[src/rtl/pll_phase_rotate_responder_pkg.sv]
// -----------------------------------------------------------------------------
// pll_phase_pkg
// Shared definitions for the PLL phase-rotation responder: output select
// indices, the rotation-request record carried through the latency pipe,
// the phase counter width and a modular step helper.
// -----------------------------------------------------------------------------
package pll_phase_pkg;

    localparam int PHASE_W = 7;   // counter width, wide enough for PHASE_MOD = 128
    localparam int NUM_OUT = 4;   // number of rotatable PLL outputs

    // Bit positions of each output in a select vector.
    localparam int SEL_BCLK   = 0;
    localparam int SEL_BCLK90 = 1;
    localparam int SEL_SCLK   = 2;
    localparam int SEL_MCLK   = 3;

    typedef logic [PHASE_W-1:0] phase_t;

    // One rotation request: direction (1 = increment) plus output selects.
    typedef struct packed {
        logic               dir;
        logic [NUM_OUT-1:0] sel;
    } rot_req_t;

    // Move a phase one step up or down; the mask (PHASE_MOD-1) gives the
    // wrap and keeps the bits above log2(PHASE_MOD) at zero.
    function automatic phase_t step_phase(input phase_t p, input logic up, input phase_t mask);
        return up ? ((p + phase_t'(1)) & mask) : ((p - phase_t'(1)) & mask);
    endfunction

endpackage

[src/rtl/pll_phase_rotate_responder_if.sv]
// -----------------------------------------------------------------------------
// pll_phase_rotate_responder_if
// Phase-rotation port between the alignment trainer (master) and the PLL/IOG
// responder (slave).
//   master -> slave : loadphs_b, vcophsel_{bclk,bclk90,sclk,mclk}_sel,
//                     vcophsel_dir, vcophsel_rotate, reset_lane
//   slave -> master : bclk_igear_rx, {bclk,bclk90,sclk,mclk}_phase,
//                     rot_count, protocol_err
// -----------------------------------------------------------------------------
interface pll_phase_rotate_responder_if #(
    parameter int IOG_FABRIC_RATIO = 2
);
    import pll_phase_pkg::*;

    logic                        loadphs_b;
    logic                        vcophsel_bclk_sel;
    logic                        vcophsel_bclk90_sel;
    logic                        vcophsel_sclk_sel;
    logic                        vcophsel_mclk_sel;
    logic                        vcophsel_dir;
    logic                        vcophsel_rotate;
    logic                        reset_lane;
    logic [IOG_FABRIC_RATIO-1:0] bclk_igear_rx;
    phase_t                      bclk_phase;
    phase_t                      bclk90_phase;
    phase_t                      sclk_phase;
    phase_t                      mclk_phase;
    logic [15:0]                 rot_count;
    logic                        protocol_err;

    modport master (
        output loadphs_b, vcophsel_bclk_sel, vcophsel_bclk90_sel, vcophsel_sclk_sel,
               vcophsel_mclk_sel, vcophsel_dir, vcophsel_rotate, reset_lane,
        input  bclk_igear_rx, bclk_phase, bclk90_phase, sclk_phase, mclk_phase,
               rot_count, protocol_err
    );

    modport slave (
        input  loadphs_b, vcophsel_bclk_sel, vcophsel_bclk90_sel, vcophsel_sclk_sel,
               vcophsel_mclk_sel, vcophsel_dir, vcophsel_rotate, reset_lane,
        output bclk_igear_rx, bclk_phase, bclk90_phase, sclk_phase, mclk_phase,
               rot_count, protocol_err
    );

endinterface

[src/rtl/pll_rot_delay_line.sv]
// -----------------------------------------------------------------------------
// pll_rot_delay_line
// Fixed-latency pipe for rotation requests, modelling the PLL response delay.
// A request pushed at edge N appears on valid_o/req_o after edge N+DEPTH-1, so
// the consumer applies it at edge N+DEPTH.
//   clk_i, rst_i : clock, asynchronous active-high reset
//   flush_i      : synchronous discard of every pending request
//   push_i/req_i : enqueue one request this cycle
//   valid_o/req_o: request at the end of the pipe
// -----------------------------------------------------------------------------
module pll_rot_delay_line
    import pll_phase_pkg::*;
#(
    parameter int DEPTH = 3
) (
    input  logic     clk_i,
    input  logic     rst_i,
    input  logic     flush_i,
    input  logic     push_i,
    input  rot_req_t req_i,
    output logic     valid_o,
    output rot_req_t req_o
);

    logic [DEPTH-1:0] valid_q;
    rot_req_t         req_q [DEPTH];

    // NOTE: sequential state is written with <= so every stage samples the
    // pre-edge value of its neighbour; blocking '=' would collapse the pipe.
    always_ff @(posedge clk_i or posedge rst_i) begin
        if (rst_i) begin
            valid_q <= '0;
        end else begin
            valid_q[0] <= push_i & ~flush_i;
            for (int i = 1; i < DEPTH; i++) begin
                valid_q[i] <= valid_q[i-1] & ~flush_i;
            end
        end
    end

    // NOTE: the payload is qualified by valid_q, so it carries no reset and
    // stays a plain shift register without reset fan-out.
    always_ff @(posedge clk_i) begin
        req_q[0] <= req_i;
        for (int i = 1; i < DEPTH; i++) begin
            req_q[i] <= req_q[i-1];
        end
    end

    assign valid_o = valid_q[DEPTH-1];
    assign req_o   = req_q[DEPTH-1];

endmodule

[src/rtl/pll_phase_rotate_responder.sv]
// -----------------------------------------------------------------------------
// pll_phase_rotate_responder
// PLL-side end of the dynamic phase-rotation port. Holds four output phase
// counters, applies load/rotate commands (rotations after ROT_LATENCY cycles),
// and returns the registered gearbox sample of BCLK as seen from SCLK.
//   sclk, reset : single rising-edge clock, asynchronous active-high reset
//   bus         : slave side of pll_phase_rotate_responder_if
// -----------------------------------------------------------------------------
module pll_phase_rotate_responder
    import pll_phase_pkg::*;
#(
    parameter int IOG_FABRIC_RATIO = 2,
    parameter int PHASE_MOD        = 64,
    parameter int EDGE_PHASE       = 20,
    parameter int INIT_PHASE       = 0,
    parameter int ROT_LATENCY      = 3
) (
    input  logic                          sclk,
    input  logic                          reset,
    pll_phase_rotate_responder_if.slave   bus
);

    localparam phase_t MASK   = phase_t'(PHASE_MOD - 1);
    localparam phase_t HALF   = phase_t'(PHASE_MOD / 2);
    localparam phase_t EDGE_P = phase_t'(EDGE_PHASE % PHASE_MOD);
    localparam phase_t INIT_P = phase_t'(INIT_PHASE % PHASE_MOD);

    logic [NUM_OUT-1:0][PHASE_W-1:0] phase_q, phase_d;
    logic [15:0]                     rot_count_q, rot_count_d;
    logic                            err_q, err_d;
    logic [IOG_FABRIC_RATIO-1:0]     word_q, word_d;
    logic [1:0]                      hold_q, hold_d;

    logic [NUM_OUT-1:0] sel_now;
    logic               load;
    rot_req_t           push_req, due_req;
    logic               due_valid;

    assign sel_now  = {bus.vcophsel_mclk_sel, bus.vcophsel_sclk_sel,
                       bus.vcophsel_bclk90_sel, bus.vcophsel_bclk_sel};
    assign load     = ~bus.loadphs_b;
    assign push_req = '{dir: bus.vcophsel_dir, sel: sel_now};

    // A load both blocks the push (load wins over a same-cycle rotate) and
    // flushes everything still in flight, including an entry maturing now.
    pll_rot_delay_line #(.DEPTH(ROT_LATENCY)) u_delay (
        .clk_i   (sclk),
        .rst_i   (reset),
        .flush_i (load),
        .push_i  (bus.vcophsel_rotate & ~load),
        .req_i   (push_req),
        .valid_o (due_valid),
        .req_o   (due_req)
    );

    // Bit i is high when SCLK-relative BCLK phase, advanced by i steps, lies in
    // the high half-period starting at EDGE_PHASE (all arithmetic mod PHASE_MOD).
    function automatic logic [IOG_FABRIC_RATIO-1:0] gen_word(input phase_t b, input phase_t s);
        phase_t rel, pos, off;
        gen_word = '0;
        rel = (b - s) & MASK;
        for (int i = 0; i < IOG_FABRIC_RATIO; i++) begin
            pos = (rel + phase_t'(i)) & MASK;
            off = (pos - EDGE_P) & MASK;
            gen_word[i] = (off < HALF);
        end
    endfunction

    // NOTE: every signal written here gets a default first, so no path can
    // leave one unassigned and infer a latch.
    always_comb begin
        phase_d     = phase_q;
        rot_count_d = rot_count_q;
        err_d       = err_q | (load & bus.vcophsel_rotate);
        hold_d      = hold_q;
        word_d      = '0;

        if (load) begin
            for (int i = 0; i < NUM_OUT; i++) begin
                if (sel_now[i]) phase_d[i] = INIT_P;
            end
        end else if (due_valid) begin
            for (int i = 0; i < NUM_OUT; i++) begin
                if (due_req.sel[i]) phase_d[i] = step_phase(phase_q[i], due_req.dir, MASK);
            end
            if (rot_count_q != 16'hFFFF) rot_count_d = rot_count_q + 16'd1;
        end

        // Word is forced low while the lane is in reset and for two edges after.
        if (bus.reset_lane) begin
            hold_d = 2'd2;
        end else if (hold_q != 2'd0) begin
            hold_d = hold_q - 2'd1;
        end
        if (!bus.reset_lane && hold_q == 2'd0) begin
            word_d = gen_word(phase_q[SEL_BCLK], phase_q[SEL_SCLK]);
        end
    end

    always_ff @(posedge sclk or posedge reset) begin
        if (reset) begin
            phase_q     <= '0;
            rot_count_q <= '0;
            err_q       <= 1'b0;
            word_q      <= '0;
            hold_q      <= '0;
        end else begin
            phase_q     <= phase_d;
            rot_count_q <= rot_count_d;
            err_q       <= err_d;
            word_q      <= word_d;
            hold_q      <= hold_d;
        end
    end

    assign bus.bclk_phase    = phase_q[SEL_BCLK];
    assign bus.bclk90_phase  = phase_q[SEL_BCLK90];
    assign bus.sclk_phase    = phase_q[SEL_SCLK];
    assign bus.mclk_phase    = phase_q[SEL_MCLK];
    assign bus.rot_count     = rot_count_q;
    assign bus.protocol_err  = err_q;
    assign bus.bclk_igear_rx = word_q;

endmodule

[src/flat_wrapper.sv]
// flat-port wrapper written by rule: the top's interface ports become plain ports
module pll_phase_rotate_responder_flat import pll_phase_pkg::*;
#(
    parameter int IOG_FABRIC_RATIO = 2,
    parameter int PHASE_MOD        = 64,
    parameter int EDGE_PHASE       = 20,
    parameter int INIT_PHASE       = 0,
    parameter int ROT_LATENCY      = 3
)
  (sclk, reset, bus_loadphs_b, bus_vcophsel_bclk_sel, bus_vcophsel_bclk90_sel, bus_vcophsel_sclk_sel, bus_vcophsel_mclk_sel, bus_vcophsel_dir, bus_vcophsel_rotate, bus_reset_lane, bus_bclk_igear_rx, bus_bclk_phase, bus_bclk90_phase, bus_sclk_phase, bus_mclk_phase, bus_rot_count, bus_protocol_err);
  pll_phase_rotate_responder_if #(.IOG_FABRIC_RATIO(IOG_FABRIC_RATIO)) bus_i ();
  input  logic sclk;
  input  logic reset;
  input wire logic [$bits(bus_i.loadphs_b)-1:0] bus_loadphs_b;
  input wire logic [$bits(bus_i.vcophsel_bclk_sel)-1:0] bus_vcophsel_bclk_sel;
  input wire logic [$bits(bus_i.vcophsel_bclk90_sel)-1:0] bus_vcophsel_bclk90_sel;
  input wire logic [$bits(bus_i.vcophsel_sclk_sel)-1:0] bus_vcophsel_sclk_sel;
  input wire logic [$bits(bus_i.vcophsel_mclk_sel)-1:0] bus_vcophsel_mclk_sel;
  input wire logic [$bits(bus_i.vcophsel_dir)-1:0] bus_vcophsel_dir;
  input wire logic [$bits(bus_i.vcophsel_rotate)-1:0] bus_vcophsel_rotate;
  input wire logic [$bits(bus_i.reset_lane)-1:0] bus_reset_lane;
  output wire logic [$bits(bus_i.bclk_igear_rx)-1:0] bus_bclk_igear_rx;
  output wire logic [$bits(bus_i.bclk_phase)-1:0] bus_bclk_phase;
  output wire logic [$bits(bus_i.bclk90_phase)-1:0] bus_bclk90_phase;
  output wire logic [$bits(bus_i.sclk_phase)-1:0] bus_sclk_phase;
  output wire logic [$bits(bus_i.mclk_phase)-1:0] bus_mclk_phase;
  output wire logic [$bits(bus_i.rot_count)-1:0] bus_rot_count;
  output wire logic [$bits(bus_i.protocol_err)-1:0] bus_protocol_err;
  assign bus_i.loadphs_b = bus_loadphs_b;
  assign bus_i.vcophsel_bclk_sel = bus_vcophsel_bclk_sel;
  assign bus_i.vcophsel_bclk90_sel = bus_vcophsel_bclk90_sel;
  assign bus_i.vcophsel_sclk_sel = bus_vcophsel_sclk_sel;
  assign bus_i.vcophsel_mclk_sel = bus_vcophsel_mclk_sel;
  assign bus_i.vcophsel_dir = bus_vcophsel_dir;
  assign bus_i.vcophsel_rotate = bus_vcophsel_rotate;
  assign bus_i.reset_lane = bus_reset_lane;
  assign bus_bclk_igear_rx = bus_i.bclk_igear_rx;
  assign bus_bclk_phase = bus_i.bclk_phase;
  assign bus_bclk90_phase = bus_i.bclk90_phase;
  assign bus_sclk_phase = bus_i.sclk_phase;
  assign bus_mclk_phase = bus_i.mclk_phase;
  assign bus_rot_count = bus_i.rot_count;
  assign bus_protocol_err = bus_i.protocol_err;
  pll_phase_rotate_responder #(.IOG_FABRIC_RATIO(IOG_FABRIC_RATIO), .PHASE_MOD(PHASE_MOD), .EDGE_PHASE(EDGE_PHASE), .INIT_PHASE(INIT_PHASE), .ROT_LATENCY(ROT_LATENCY)) u_core (.sclk(sclk), .reset(reset), .bus(bus_i));
endmodule
[config.mk]
export PLATFORM = sky130hd
export DESIGN_NAME = pll_phase_rotate_responder_flat
export DESIGN_NICKNAME = d
export VERILOG_FILES = /design/src/rtl/pll_phase_rotate_responder_pkg.sv /design/src/rtl/pll_phase_rotate_responder_if.sv /design/src/rtl/pll_rot_delay_line.sv /design/src/rtl/pll_phase_rotate_responder.sv /design/src/flat_wrapper.sv
export SDC_FILE = /design/constraint.sdc
export NUM_CORES = 1
export LEC_CHECK = 0
export ABC_AREA = 1
export BUFFER_PORTS_ARGS = -buffer_cell sky130_fd_sc_hd__buf_2
export CAP_MARGIN = 30
export CORE_ASPECT_RATIO = 0.8
export CORE_MARGIN = 5
export CORE_UTILIZATION = 61
export CTS_CLUSTER_SIZE = 10
export DETAILED_ROUTE_END_ITERATION = 8
export PLACE_DENSITY = 0.85
export SLEW_MARGIN = 0
export SYNTH_ARGS = -nofsm -noshare
export SYNTH_HDL_FRONTEND = slang
export SYNTH_SLANG_ARGS = --single-unit
[constraint.sdc]
create_clock -name sclk -period 4 [get_ports sclk]
set_clock_uncertainty 0.15 [all_clocks]
set_input_delay 0.4 -clock sclk [delete_from_list [all_inputs] [get_ports sclk]]
set_output_delay 0.4 -clock sclk [all_outputs]
set_load 0.05 [all_outputs]
**After elaboration in Yosys (flattened, before gate mapping)**

Memory sizes are Yosys's and may differ from the RTL's.
Cells that the tools add are included.

- Muxes and demuxes: 17
- Reduce and logical (&&, ||, !) cells: 14
- Eq/ne operators: 6
- Magnitude comparators: 2
- Bitwise gates (word level): 7
- Add/sub/neg operators: 14

Operators by type and width:

| kind | count |
|---|---|
| 28-bit two-way mux | 2 |
| 7-bit two-way mux | 8 |
| 6-bit by 1-bit adder with 6-bit output (second input constant) | 5 |
| 6-bit two-way mux | 4 |
| 6-bit by 1-bit subtractor with 6-bit output (second input constant) | 4 |
| 16-bit by 1-bit adder with 16-bit output (second input constant) | 1 |
| 16-bit inequality test (second input constant) | 1 |
| 3-bit AND reduction | 5 |
| 6-bit < comparator (second input constant) | 2 |
| 2-bit nonzero test | 6 |
| 6-bit by 5-bit subtractor with 6-bit output (second input constant) | 2 |
| 2-bit by 1-bit inequality test with 1-bit output (second input constant) | 5 |
| 2-bit two-way mux | 3 |
| 6-bit subtractor | 1 |
| 1-bit bitwise AND | 5 |
| 2-bit logical NOT | 1 |
| 2-bit by 1-bit subtractor with 2-bit output (second input constant) | 1 |
| 1-bit logical AND | 1 |
| 1-bit logical NOT | 1 |
| 1-bit inverter | 1 |
| 1-bit bitwise OR | 1 |

- Register bits after elaboration: 52
- Output and inout port bits: 47
- RAM bits: 15
- Input port bits: 10
- Memories: 1

Memories:

| name | words | bits a word | read ports | clocked after memory_dff | wr ports | RTL line | text |
|---|---|---|---|---|---|---|---|
| u_core.u_delay.req_q | 3 | 5 | 3 | 0 | 3 | pll_rot_delay_line.sv:26 | `rot_req_t req_q [DEPTH];` |

**Depth between registers and ports, before layout**

- Depth in word-level cells: 5
- Depth in mapped cells: 14

**Modules after synthesis**

A second synthesis with hierarchy kept.

- Cells, all modules: 421
- Area total of the unflattened synthesis: 3524.6 µm²

By module, submodules not included:

| module | area an instance (µm²) | cells an instance | times used | sequential area each (µm²) |
|---|---|---|---|---|
| pll_phase_rotate_responder | 3085.5 | 391 | 1 | 1126.1 |
| pll_rot_delay_line | 439.2 | 30 | 1 | 375.4 |

**Least setup slack after synthesis**

No wires, ideal clock.

- Kind: register to register
- Start: reg u_core.phase_q (netlist bit u_core.bus.bclk_phase[0])
- End: reg u_core.word_q[1], in the netlist u_core.bus.bclk_igear_rx[1]
- Setup time: 113 ps
- Arrival time: 1940 ps
- Cell stages (with the launch flop): 13
- Path slack: 1797 ps
- Required time: 3737 ps
- Cell sequence: dfrtp_1 > inv_1 > ha_1 > inv_1 > fa_1 > nand3_1 > nand3_1 > nand2_1 > nand2_1 > nor2_1 > nor2_1 > nand2_1 > inv_1

- Word-level cells in the longest chain between the ends: 5

Ends and longest elaborated chain:

| item | RTL line | text |
|---|---|---|
| start: declaration | pll_phase_rotate_responder.sv:28 | `logic [NUM_OUT-1:0][PHASE_W-1:0] phase_q, phase_d;` |
| start signal: assignment | pll_phase_rotate_responder.sv:108 | `phase_q <= phase_d;` |
| 6-bit subtractor | pll_phase_rotate_responder.sv:61 | `rel = (b - s) & MASK;` |
| 6-bit by 1-bit adder with 6-bit output | pll_phase_rotate_responder.sv:63 | `pos = (rel + phase_t'(i)) & MASK;` |
| 6-bit by 5-bit subtractor with 6-bit output | pll_phase_rotate_responder.sv:64 | `off = (pos - EDGE_P) & MASK;` |
| 6-bit < comparator | pll_phase_rotate_responder.sv:65 | `gen_word[i] = (off < HALF);` |
| 2-bit two-way mux | pll_phase_rotate_responder.sv:95 | `if (!bus.reset_lane && hold_q == 2'd0) begin` |
| via u_core.word_d[1] | pll_phase_rotate_responder.sv:31 | `logic [IOG_FABRIC_RATIO-1:0] word_q, word_d;` |
| end signal: assignment | pll_phase_rotate_responder.sv:111 | `word_q <= word_d;` |
| end: declaration | pll_phase_rotate_responder.sv:31 |  |

The timed path passes the listed nets, and every way through them passes these cells.
A chain may end at the register's enable or synchronous reset.

==> flow_summary.yaml <==
run_status:
  outcome: "finished, final reports clean"
worst_setup_path:
  crit_slowest_cell: "dfxtp_1"
  rr_worst_depth: 8
  worst-setup-path-type: "reg -> reg"
  regToRegEndpoint: "u_core.bus.bclk_phase[5]"
  cp-end-kind: "register"
  rr_startpoint: "u_core.u_delay.req_q[0][14]"
  crit_path_max_incr_delay_ns: 0.60
  reg2reg_setup_slack_ns: 1.60
  critPathRequiredTime_ns: 4.07
  path_cells: "inv_1 > ha_1 > nand2_1 > nand2_1 > nand2_1 > a31o_2 > nand3_1 > o21ai_0"
  cp_common_cell: "nand2_1"
  critPathArrivalTime_ns: 2.47
  crit_path_start_kind: "register"
  path_max_fanout: 16
synth:
  synthDistinctLibCells: 38
  ys_seq_area_frac: 0.4184
  yosysWarnings: 0
  avgSynthCellArea_um2: 8.326
  yosys.area.top_type: "dfrtp_1"
  syn_inst: 431
  yosys_register_bits: 63
  ys_top_cells_by_area: "dfrtp_1 (33%), nand2_1 (12%), dfxtp_1 (8.4%)"
  netlist_area_mm2: 0.003588
  synth_top_area_share: 0.3347
timing:
  finalCriticalPeriod_ns: 2.399
  max-slew-margin-rel: 0.6001
  final.period_utilization: 0.5997
  fmax_mhz: 416.9
  max_slew.worst_pin.slew_ns: 0.5992
  rsz0062_at_grt: "no"
  setup-violations-final: 0
  hold_viol_final: 0
  fin_tns_setup_ns: 0
  slew_viol_final: 0
cells_and_area:
  drive_gt1_frac: 0.1831
  final_nets: 530
  final_util: 0.7125
  n_antenna_cell: 0
  syn2layout_area_growth_pct: 15.52
  design_area_mm2: 0.004145
  fin_cells: 578
detailed_routing:
  antenna_left: 0
  drc: 0
  totalWireLength_um: 7508
  drt-initial-drc-count: 178
  drt_first_pass_iters: 4
  viasPerCell: 5.196
  vias: 3003
  wl_per_cell_um: 12.99
global_route:
  grtUsageTotal: 0.2272
  grt_pass1_vias: 2941
  antenna_found_initial: 0
  grt_max_degree: 41
  grt_pass1_wl_um: 13430
  gr-total-overflow: 0
power_and_ir_drop:
  worst_ir_drop_vdd_mv: 0.2727
  finalPower_mw: 1.724
  p_leak_nw: 2.276
  power.density_mw_per_mm2: 416.0
min_path:
  hold_path.class: "in -> reg"
  hp-start: "bus_vcophsel_bclk90_sel"
  min_path_cells: 1
  holdPathEnd: "u_core.u_delay.req_q[0][1]"
placed_design:
  dp_cells: 560
  dpl_cell_area_mm2: 0.003918
  portBuffers: 52
  globalplace.congestion: 0.8432
  dpl.hpwl_um: 5671
clock_network:
  cts-root-buf: "clkbuf_8"
  clk_latency_ns: 0.34
  cts_buffers: 9
  cts.clk_slew.worst_paths_ns: 0.07
  cts_tree: "done"
  cts_resized: 0
  post-cts-setup-buffers: 0
  holdBufCountCts: 2
  cts_sinks: 63
  h-tree-depth: 3
  cts_buffer_depth: 2
floorplan:
  io_pins: 57
  rows: 25
  core_area_mm2: 0.005818
  initial_core_util: 0.6168
  die_w_um: 95.75
  die_h_um: 78.60
  dieArea_mm2: 0.007526
flow_run:
  drv_cap: 0
-- final cells by class --
type / count / area [um2]
Timing Repair Buffer: 55 / 300.3
Tap cell: 81 / 101.3
Inverter: 65 / 246.5
Sequential cell: 63 / 1501
Clock inverter: 5 / 56.30
Multi-Input combinational cell: 298 / 1788
Clock buffer: 11 / 151.4
Fill cell: 449 / 1673
-- synthesized netlist by cell type --
library cell / number
inv_1: 61
o21ai_0: 28
xnor2_1: 4
a21oi_1: 20
nand3_4: 1
a21oi_2: 1
nand2_8: 1
xor2_1: 17
nor2_4: 1
dfxtp_1: 15
a31o_2: 6
nand2_2: 2
a31oi_1: 2
clkbuf_1: 1
o22ai_1: 5
buf_4: 5
nor2_2: 1
buf_6: 2
or2_2: 1
ha_1: 23
nor3b_1: 1
conb_1: 1
nand2_4: 1
dfrtp_1: 48
fa_1: 5
nor4_4: 1
o21ai_1: 2
nand3_1: 26
inv_2: 3
nand3b_1: 1
nor3_1: 5
nand2_1: 113
nand4_1: 10
a32o_1: 1
nor2_1: 13
nor3_4: 1
a21o_1: 1
inv_4: 1
-- cells by family (layout without fill, tap and decap cells) --
| group | Yosys count | in the layout | synth area share |
|---|---|---|---|
| compound gates | 66 | 66 | 0.1039 |
| xor+xnor | 21 | 21 | 0.05125 |
| fa+ha+maj | 28 | 28 | 0.1081 |
| buf+inv | 73 | 136 | 0.08647 |
| flops | 63 | 63 | 0.4184 |
| other cells | 1 | 4 | 0.001045 |
| simple gates | 179 | 179 | 0.2308 |
-- worst max-delay path: cells and delay by family, from the launching register on --
kind,cells,cell delay (ns)
buffers and inverters,1,0.43
AND/OR/NAND/NOR,4,0.29
AO/OA/AOI/OAI,2,0.31
adder cells (fa/ha/maj),1,0.50
flip-flops,1,0.60
-- sequential cells by signal, summed over array words and instances (netlist names) --
register / cells
u_core.bus.bclk90_phase: 6
u_core.bus.bclk_igear_rx: 2
u_core.bus.bclk_phase: 6
u_core.bus.mclk_phase: 6
u_core.bus.protocol_err: 1
u_core.bus.rot_count: 16
u_core.bus.sclk_phase: 6
u_core.hold_q: 2
u_core.u_delay.req_q: 15
u_core.u_delay.valid_q: 3
-- worst max-delay path by stage --
stage / start / to / cells after the start
final: u_core.u_delay.req_q[0][14] / u_core.bus.bclk_phase[5] / 8
after global routing: u_core.u_delay.req_q[0][14] / u_core.bus.sclk_phase[4] / 9
after CTS: u_core.u_delay.req_q[0][14] / u_core.bus.bclk_phase[5] / 8
after detailed placement: u_core.u_delay.req_q[0][14] / u_core.bus.bclk_phase[5] / 8
after global placement: u_core.u_delay.req_q[0][14] / u_core.bus.sclk_phase[5] / 8
after floorplan: u_core.bus.bclk_phase[0] / u_core.bus.bclk_igear_rx[1] / 12
-- stage by stage --
step                      hold WS, ns  setup slack [ns]
after floorplan                0.1596             1.797
after global placement         0.1605             1.701
after detailed placement       0.1638             1.613
after CTS                     0.01210             1.592
after global routing          0.01316             1.365
final                         0.02772             1.601
-- layer usage --
layer,wire [um],vias to the layer above,part of all wire,global-route usage
li1,-,1527,-,-
met1,3462,1394,0.46,0.3135
met2,3456,71,0.46,0.3387
met3,512,11,0.068,0.07950
met4,76,0,0.010,0.06250
met5,0,-,0,0
-- cell usage in the layout (no fill, tap or decap), types with 6 or more instances in the layout --
cell	n
dfrtp_1	48
xor2_1	17
dfxtp_1	15
nor2_1	13
buf_2	52
nand3_1	26
nand2_1	113
nand4_1	10
a31o_2	6
clkbuf_8	11
inv_1	60
a21oi_1	20
o21ai_0	28
ha_1	23
-- power breakdown --
part	leakage (nW)	internal (mW)	switching [mW]
clock network	0.105	0.320	0.245
registers	0.768	0.684	0.0461
logic	1.40	0.128	0.301
total	2.28	1.13	0.592
Note: power is estimated with default switching activity, not from simulation.
